<file path="src/rtl/fetch_unit.sv">
// fetch_unit: instruction fetch stage with a 2-entry {inst, pc} prefetch buffer,
// valid/ready delivery to decode, redirect flush and misaligned-target trap.
`default_nettype none

package rv_config;
  parameter int TEXT_BITS = 16;
endpackage

module fetch_unit #(
  parameter int          TEXT_BITS = rv_config::TEXT_BITS,
  parameter logic [31:0] RESET_PC  = 32'h0040_0000
) (
  input  logic                 clock,
  input  logic                 reset,
  output logic [TEXT_BITS-3:0] imem_address,
  input  logic [31:0]          imem_q,
  input  logic                 redirect_valid,
  input  logic [31:0]          redirect_pc,
  output logic                 inst_valid,
  output logic [31:0]          inst,
  output logic [31:0]          inst_pc,
  input  logic                 inst_ready,
  output logic                 fault
);

  typedef enum logic {
    RUN   = 1'b0,
    FAULT = 1'b1
  } mode_t;

  mode_t       mode;
  mode_t       mode_next;
  logic [31:0] fetch_pc;
  logic [31:0] buf_inst [2];
  logic [31:0] buf_pc   [2];
  logic [1:0]  count;
  logic        rd_ptr;
  logic        wr_ptr;
  logic        pop;
  logic        push;

  assign pop  = inst_valid & inst_ready;
  assign push = (mode == RUN) & ~redirect_valid & ((count != 2'd2) | pop);

  // Mode only changes on a redirect; alignment of the target decides RUN vs FAULT.
  always_comb begin
    mode_next = mode;
    if (redirect_valid) begin
      mode_next = (redirect_pc[1:0] == 2'b00) ? RUN : FAULT;
    end
  end

  always_ff @(posedge clock) begin
    if (reset) begin
      mode <= RUN;
    end else begin
      mode <= mode_next;
    end
  end

  always_ff @(posedge clock) begin
    if (reset) begin
      fetch_pc <= RESET_PC;
      count    <= 2'd0;
      rd_ptr   <= 1'b0;
      wr_ptr   <= 1'b0;
      for (int i = 0; i < 2; i++) begin
        buf_inst[i] <= 32'h0;
        buf_pc[i]   <= 32'h0;
      end
    end else if (redirect_valid) begin
      // Flush: a concurrent pop is simply absorbed by collapsing rd onto wr.
      fetch_pc <= redirect_pc;
      count    <= 2'd0;
      rd_ptr   <= wr_ptr;
    end else begin
      if (push) begin
        buf_inst[wr_ptr] <= imem_q;
        buf_pc[wr_ptr]   <= fetch_pc;
        wr_ptr           <= ~wr_ptr;
        fetch_pc         <= fetch_pc + 32'd4;
      end
      if (pop) begin
        rd_ptr <= ~rd_ptr;
      end
      count <= count + {1'b0, push} - {1'b0, pop};
    end
  end

  assign imem_address = fetch_pc[TEXT_BITS-1:2];
  assign inst_valid   = (count != 2'd0);
  assign inst         = buf_inst[rd_ptr];
  assign inst_pc      = buf_pc[rd_ptr];
  assign fault        = (mode == FAULT);

endmodule

`default_nettype wire

</file>
<file path="config.mk">
export PLATFORM = sky130hd
export DESIGN_NAME = fetch_unit
export DESIGN_NICKNAME = d
export VERILOG_FILES = /design/src/rtl/fetch_unit.sv
export SDC_FILE = /design/constraint.sdc
export NUM_CORES = 1
export LEC_CHECK = 0
export ABC_AREA = 1
export CORE_MARGIN = 3
export CORE_UTILIZATION = 45
export DETAILED_ROUTE_END_ITERATION = 8
export PLACE_DENSITY_LB_ADDON = 0.15
export SLEW_MARGIN = 5
export SYNTH_ARGS = -nofsm -noshare
export SYNTH_HDL_FRONTEND = slang
export SYNTH_SLANG_ARGS = --single-unit
</file>
<file path="constraint.sdc">
create_clock -name clock -period 4.2 [get_ports clock]
set_clock_uncertainty 0.2 [all_clocks]
set_input_delay 0.42 -clock clock [delete_from_list [all_inputs] [get_ports clock]]
set_output_delay 0.42 -clock clock [all_outputs]
set_load 0.02 [all_outputs]
</file>
# Word-level counts from Yosys, hierarchy flattened
# Memories as Yosys holds them, arrays and structs flattened. A register that Yosys moved wholly into a read port is not among the register bits.
# Cells that the tools add are included.
[classes]
addsub = 3
n_eq_ne = 1
mux = 21
bitwise = 8
n_reduce_logical = 8
[op_table]
columns = ["cell", "count"]
rows = [
  ["$mux W32", 4],
  ["$reduce_or A32 Y1", 2],
  ["$add A32 B3 Y32 const B", 1],
  ["$mux W1", 17],
  ["$reduce_bool A2 Y1", 3],
  ["$not A1 Y1", 4],
  ["$and A1 B1 Y1", 3],
  ["$add A2 B1 Y2", 1],
  ["$logic_not A2 Y1", 1],
  ["$ne A2 B2 Y1 const B", 1],
  ["$reduce_and A2 Y1", 1],
  ["$reduce_or A2 Y1", 1],
  ["$sub A2 B1 Y2", 1],
  ["$or A1 B1 Y1", 1],
]
[totals]
register_bits = 37
ram_bits = 128
output_inout_bits = 80
elab_cells = 48
n_memories = 2
[memory_table]
columns = ["memory", "depth", "word_bits", "read_ports", "rd_clocked_by_memory_dff", "write_ports", "line_no", "rtl"]
rows = [
  ["buf_inst", 2, 32, 1, 1, 2, "34", "logic [31:0] buf_inst [2];"],
  ["buf_pc", 2, 32, 1, 1, 2, "35", "logic [31:0] buf_pc [2];"],
]

# Logic depth before layout (Yosys ltp)
# Gate-level depths: netlist of the first run.
[depth]
depth_word = 10
ltp_mapped = 12
mapped_depth_nobuf = 10

# Least setup slack after synthesis of the first run
# OpenSTA, ideal clock, no wires.
[synth_path]
kind = "input port to flip-flop"
startpoint = "input port redirect_valid"
endpoint = "memory buf_inst[0][0] (enable)"
setup_time_ps = 424
arrival_time_ps = 2652
t_required_ps = 3576
path_slack_ps = 924
cell_stages = 8
n_path_buf = 3
cell_sequence = "buf_2 > nor2_4 > nand2_4 > inv_2 > nand3_1 > buf_2 > buf_6 > nand2_1"
[synth_rtl]
columns = ["item", "line_no", "rtl"]
rows = [
  ["start, declared", "17", "input logic redirect_valid,"],
  ["end, declared", "34", ""],
]

==> flow_metrics.py, run 1 <==
metrics = {
    "setup_path": {
        "cp-start-kind": "register",
        "cp-end-kind": "output port",
        "worst-setup-path-type": "register to output port",
        "critical_path.slowest_cell": "sky130_fd_sc_hd__dfxtp_2",
        "critPathMaxStageDelay_ps": 660,
        "critPathMaxFanout": 48,
        "path_cells": "buf_12, mux2_2, clkdlybuf4s50_1",
        "worst-endpoint-required_ps": 3580,
        "critical_path_arrival_ps": 2380,
    },
    "pwr": {
        "power_density_nw_per_um2": 391.8,
        "share_seq_of_total_power": 0.487,
        "vdd_drop_max_v": 0.0002910,
        "power_frac_comb": 0.158,
        "internal_dissipation_mw": 2.928,
        "leak_pwr_nw": 4.018,
        "design_power_total_mw": 3.957,
        "clock_power_share": 0.355,
        "netSwitchingPower_mw": 1.029,
        "switching_share": 0.2601,
    },
    "clock_tree": {
        "cts_root_buf": "sky130_fd_sc_hd__clkbuf_16",
        "h-tree-depth": 4,
        "cts_buffers": 17,
        "cts.clk_slew.worst_paths_ps": 60,
        "cts_tree": "yes",
        "ctsLongestPathBuffers": 2,
        "cts_num_sinks": 166,
        "post_cts.resized_instances": 0,
        "cts_post_setup_buffers_inserted": 0,
        "insertion_delay_ps": 410,
        "post_cts_hold_buffer_count": 0,
    },
    "min_path": {
        "worstHoldPathType": "register to register",
    },
    "die": {
        "placement_row_count": 48,
        "fp.coreArea_sq_um": 17360,
        "design.portCount": 148,
        "fp.dieArea_sq_um": 19420,
        "fp.dieW_microns": 139.3,
        "initial_core_util": 0.4610,
        "die_height_microns": 139.3,
    },
    "sta": {
        "tns_ps": 0,
        "timing_hold_violations_final": 0,
        "relSlewSlack": 0.4636,
        "max_freq_mhz": 333.5,
        "timing.final.ws_setup_ps": 1201,
        "rsz0062_at_grt": "no",
        "final_max_slew_viol_count": 0,
        "final_period_minus_worst_setup_slack_ps": 2999,
        "setup-violations-final": 0,
        "worstMarginPinSlew_ps": 804.7,
        "finalCritPeriodShare": 0.7140,
    },
    "drt": {
        "avgRoutedWirePerCell_microns": 15.58,
        "finalWirelength_microns": 18490,
        "antenna_left": 0,
        "routed-wl-met3_microns": 1048,
        "dr.pass1.iters": 6,
        "num_vias": 5848,
        "route.layer.met1.wl_microns": 8227,
        "detail_route.iter0.violations": 355,
        "route.detailed.drc": 0,
        "top_signal_layer_used": "met4",
        "routed_length_on_met2_microns": 9062,
        "vias_per_cell": 4.927,
    },
    "outcome": {
        "run_status": "finished clean",
    },
    "global_route": {
        "grtUsageTotal": 0.1919,
        "grt_pass1_wl_microns": 29380,
        "grt.overflow.total": 0,
        "grt_pass1_vias": 5732,
        "antenna_found_initial": 0,
        "grt_max_degree": 66,
    },
    "run": {
        "drv.max_cap_violation_count": 0,
    },
    "place": {
        "pre_cts_slack_ps": 1374,
        "standard_cell_area_after_detailed_placement_sq_um": 9568,
        "gp_routability_congestion": 0.9277,
        "numPortBuffers": 147,
        "detailedPlacementHpwl_microns": 12190,
    },
    "synthesis": {
        "synthesis.yosys.warnings": 0,
        "synth-seq-cells": 166,
        "post_synth.cell_area_avg_sq_um": 9.746,
        "syn_area_sq_um": 8001,
        "synthesis.instances": 821,
        "synthesis.nets": 891,
        "ys_seq_area_frac": 0.5754,
        "synthDistinctLibCells": 33,
    },
    "finish": {
        "final_core_utilization": 0.5820,
        "antenna_cells": 0,
        "area.growth.synth_to_final_pct": 26.24,
        "drive_above_1_share": 0.1351,
        "fin_nets": 1019,
        "final_instance_area_sq_um": 10100,
    },
}
[per-layer routing]
layer / global-route usage / up-vias
met5: 0 / -
met2: 0.3191 / 182
li1: - / 2895
met1: 0.2634 / 2760
met3: 0.03196 / 11
met4: 0.04943 / 0
[stage by stage]
stage,hold slack (ps),cells
global placement,289.6,1155
finish,299.4,1187
CTS,301.1,1187
floorplan,268.4,821
global route,335.4,1187
detailed placement,290.1,1155
[power by group through the flow]
stage                     Clock (mW)  Combinational, mW  Sequential, mW
after detailed placement           0              0.632            1.96
after floorplan                    0              0.371            1.94
after CTS                       1.43              0.636            1.93
after global routing            1.50              0.678            1.94
after global placement             0              0.631            1.96
final                           1.40              0.627            1.93
[critical path: cells and delay by family, from the launching register on]
kind	cells	cell delay, ps
buf+inv	2	890
flops	1	660
mux	1	400
[worst paths after layout]
check / from / to / slack [ps] / depth (start not counted)
worst max-delay path: register / inst_pc[22] / 1200 / 3
worst min register to register: fetch_pc[0]$_SDFFE_PP0P_ / fetch_pc[0]$_SDFFE_PP0P_ / 300 / 2
worst min-delay path: fetch_pc[0]$_SDFFE_PP0P_ / fetch_pc[0]$_SDFFE_PP0P_ / 300 / 2
worst max register to register: count[0]$_SDFF_PP0_ / buf_inst[0][1]$_SDFFCE_PN0P_ / 1990 / 7
[sequential cells by signal, indices dropped and copies added (netlist names), named ones only]
| signal | count |
|---|---|
| fault | 1 |
| buf_inst | 64 |
| fetch_pc | 32 |
| wr_ptr | 1 |
| buf_pc | 64 |
| count | 2 |
| rd_ptr | 1 |
[synth_stat cells (all sizes together)]
cell | n | area [sq um]
nand3b | 1 | 7.510
o21ai | 33 | 165.2
dfxtp | 38 | 760.7
inv | 108 | 405.4
nor3 | 2 | 10.01
nand4 | 1 | 6.260
o221ai | 1 | 8.760
buf | 38 | 259.0
clkinv | 1 | 3.750
mux2 | 64 | 720.7
o211ai | 2 | 15.01
nand3 | 26 | 130.1
ha | 2 | 25.02
xor2 | 12 | 105.1
edfxtp | 128 | 3844
a31oi | 1 | 6.260
o21bai | 1 | 7.510
o22ai | 2 | 12.51
nor2 | 183 | 755.7
a21oi | 27 | 146.4
clkbuf | 9 | 33.78
nand2 | 140 | 565.5
o31ai | 1 | 7.510
[layout by cell type (no fill, tap or decap), types with 3 or more instances in the layout]
cell type | Yosys | final
sky130_fd_sc_hd__inv_6 | 0 | 3
sky130_fd_sc_hd__o21ai_1 | 4 | 4
sky130_fd_sc_hd__nand3_1 | 26 | 25
sky130_fd_sc_hd__o21ai_0 | 29 | 29
sky130_fd_sc_hd__a21oi_1 | 24 | 24
sky130_fd_sc_hd__nor2_1 | 173 | 173
sky130_fd_sc_hd__inv_1 | 107 | 107
sky130_fd_sc_hd__clkbuf_16 | 0 | 17
sky130_fd_sc_hd__dfxtp_1 | 38 | 37
sky130_fd_sc_hd__edfxtp_1 | 128 | 128
sky130_fd_sc_hd__nor2_2 | 3 | 3
sky130_fd_sc_hd__nor2_4 | 6 | 6
sky130_fd_sc_hd__buf_4 | 15 | 7
sky130_fd_sc_hd__xor2_1 | 12 | 12
sky130_fd_sc_hd__nand2_4 | 4 | 4
sky130_fd_sc_hd__nand2_1 | 132 | 129
sky130_fd_sc_hd__clkinv_2 | 0 | 3
sky130_fd_sc_hd__nand2_2 | 4 | 7
sky130_fd_sc_hd__a21oi_2 | 3 | 3
sky130_fd_sc_hd__mux2_2 | 64 | 64
sky130_fd_sc_hd__clkdlybuf4s50_1 | 0 | 147
sky130_fd_sc_hd__clkinvlp_4 | 0 | 4
[kinds of logic after synthesis]
logic type	after synthesis	synth area share
xor gates and xnor gates	12	0.01314
muxes	64	0.09007
DFF	166	0.5755
buffers and inverters	156	0.08772
and+or+nand+nor	353	0.1844
AOI/OAI and AO/OA	68	0.04613
adders and majority gates	2	0.003127
[area by class of cell]
| cell class | instances | area, sq um |
|---|---|---|
| clock buffers | 18 | 429.2 |
| clock inverters | 14 | 103.9 |
| fillers | 1579 | 7256 |
| inverters | 109 | 409.1 |
| multi-input cells | 499 | 2708 |
| flip-flops and latches | 166 | 4606 |
| well taps | 225 | 281.5 |
| repair buffers | 156 | 1564 |
Note: power is estimated with default switching activity, not from simulation.
==> run 2, diff against run 1 <==
==> constraint.sdc (replaced) <==
create_clock -name clock -period 2.9 [get_ports clock]
set_clock_uncertainty 0.2 [all_clocks]
set_input_delay 0.29 -clock clock [delete_from_list [all_inputs] [get_ports clock]]
set_output_delay 0.29 -clock clock [all_outputs]
set_load 0.02 [all_outputs]
==> flow_metrics.py, run 2 (synthesis results as in run 1) <==
metrics = {
    "sta": {
        "timing_hold_violations_final": 0,
        "tns_ps": 0,
        "finalCritPeriodShare": 0.8755,
        "final_max_slew_viol_count": 0,
        "max_freq_mhz": 393.9,
        "rsz0062_at_grt": "no",
        "worstMarginPinSlew_ps": 799.8,
        "final_period_minus_worst_setup_slack_ps": 2539,
        "setup-violations-final": 0,
        "relSlewSlack": 0.4668,
    },
    "die": {
        "design.portCount": 148,
        "fp.coreArea_sq_um": 17360,
        "fp.dieW_microns": 139.3,
        "die_height_microns": 139.3,
        "initial_core_util": 0.4610,
        "placement_row_count": 48,
        "fp.dieArea_sq_um": 19420,
    },
    "clock_tree": {
        "cts_root_buf": "sky130_fd_sc_hd__clkbuf_16",
        "cts_post_setup_buffers_inserted": 0,
        "cts_tree": "yes",
        "post_cts_hold_buffer_count": 0,
        "ctsLongestPathBuffers": 2,
        "cts.clk_slew.worst_paths_ps": 60,
        "cts_buffers": 17,
        "insertion_delay_ps": 430,
        "post_cts.resized_instances": 0,
        "h-tree-depth": 4,
        "cts_num_sinks": 166,
    },
    "finish": {
        "area.sequential_sq_um": 4606,
        "filler_cells": 1517,
        "multi_input_combinational_cell_area_sq_um": 2708,
        "fin_nets": 1023,
        "mostFrequentLayoutCell": "sky130_fd_sc_hd__nor2_1",
        "mostFrequentLayoutCells": "sky130_fd_sc_hd__nor2_1, sky130_fd_sc_hd__clkdlybuf4s50_1, sky130_fd_sc_hd__nand2_1, sky130_fd_sc_hd__edfxtp_1, sky130_fd_sc_hd__inv_1",
        "registers_with_the_highest_flip_flop_counts": "buf_inst: 64 flops, buf_pc: 64 flops, fetch_pc: 32 flops",
        "area.growth.synth_to_final_pct": 27.26,
        "drive_above_1_share": 0.1387,
        "antenna_cells": 0,
    },
    "drt": {
        "avgRoutedWirePerCell_microns": 15.59,
        "vias_per_cell": 4.892,
        "finalWirelength_microns": 18570,
        "antenna_left": 0,
        "route.detailed.drc": 0,
        "dr.pass1.iters": 5,
        "detail_route.iter0.violations": 350,
        "num_vias": 5826,
    },
    "min_path": {
        "timing.hold.worst_endpoint": "fetch_pc[14]$_SDFFE_PP0P_",
        "hold_depth": 3,
        "hold_path.startpoint": "redirect_pc[14]",
        "worstHoldPathType": "input pin to register",
    },
    "setup_path": {
        "critical_path_arrival_ps": 2050,
        "worst-setup-path-type": "register to output port",
        "rr_endpoint": "buf_inst[1][27]$_SDFFCE_PN0P_",
        "critPathMaxFanout": 51,
        "cp-start-kind": "register",
        "crit-reg2reg-launch": "count[0]$_SDFF_PP0_",
        "worst_r2r_path_depth": 8,
        "cp-end-kind": "output port",
        "timing.reg2reg.setup_slack_ps": 840,
        "worst-endpoint-required_ps": 2410,
    },
    "global_route": {
        "grt_pass1_vias": 5831,
        "grtUsageTotal": 0.1947,
        "grt_pass1_wl_microns": 29880,
        "grt_max_degree": 66,
        "antenna_found_initial": 0,
        "grt.overflow.total": 0,
    },
    "run": {
        "drv.max_cap_violation_count": 0,
    },
    "outcome": {
        "run_status": "finished clean",
    },
    "pwr": {
        "leak_pwr_nw": 4.063,
        "vdd_drop_max_v": 0.0004241,
        "power_density_nw_per_um2": 574.8,
        "design_power_total_mw": 5.853,
    },
    "place": {
        "numPortBuffers": 147,
        "detailedPlacementHpwl_microns": 12420,
        "gp_routability_congestion": 0.8727,
    },
}
run 2: cell types whose count changed in the layout (fill, tap and decap cells not counted):
cell,change
sky130_fd_sc_hd__clkinv_4,+1
sky130_fd_sc_hd__bufinv_16,+1
sky130_fd_sc_hd__buf_12,+2
sky130_fd_sc_hd__clkinv_2,-1
sky130_fd_sc_hd__clkinv_1,-1
sky130_fd_sc_hd__buf_4,+2
sky130_fd_sc_hd__clkbuf_1,+1
sky130_fd_sc_hd__clkinvlp_4,-1
run 2: stage by stage:
step | instance area, sq um | hold slack [ps] | setup WS (ps) | util | cells
detailed placement | 9623 | 297.1 | 336.6 | 0.5544 | 1159
floorplan | 8006 | 231.9 | 378.6 | - | 821
global placement | 9623 | 295.9 | 390.7 | 0.5544 | 1159
CTS | 10180 | 231.0 | 331.3 | 0.5866 | 1191
finish | 10180 | 235.3 | 361.0 | 0.5866 | 1191
global route | 10180 | 224.7 | 305.0 | 0.5866 | 1191
run 2: final cells by class:
type,instances,area share
Inverter,109,0.04018
Timing Repair Buffer,160,0.1590
Sequential cell,166,0.4523
Clock inverter,13,0.01241
Tap cell,225,0.02765
Clock buffer,19,0.04252
Multi-Input combinational cell,499,0.2659
run 2: worst max-delay path by stage:
stage	start	endpoint	slack, ps	depth (start not counted)
floorplan	redirect_valid	buf_inst[0][0]$_SDFFCE_PN0P_	380	8
global placement	redirect_valid	fetch_pc[6]$_SDFFE_PP0P_	390	7
detailed placement	redirect_valid	fetch_pc[6]$_SDFFE_PP0P_	340	7
CTS	register	inst_pc[22]	330	3
global route	register	inst_pc[15]	310	3
finish	register	inst_pc[22]	360	3
run 2: power breakdown:
part	total, mW	internal (mW)	switching [mW]	leakage, nW
Sequential	2.78	2.71	0.0668	1.65
Combinational	0.932	0.433	0.498	2.15
Clock	2.14	1.20	0.947	0.266
run 2: layer usage:
| layer | track usage | part of all wire |
|---|---|---|
| met2 | 0.3198 | 0.48 |
| met3 | 0.04158 | 0.055 |
| met5 | 0 | 0 |
| met1 | 0.2583 | 0.45 |
| met4 | 0.06437 | 0.016 |
run 2: critical path, stage by stage (launching register included):
cell and delay [ps]:
sky130_fd_sc_hd__dfxtp_2 350, sky130_fd_sc_hd__buf_12 280, sky130_fd_sc_hd__mux2_2 410, sky130_fd_sc_hd__clkdlybuf4s50_1 550
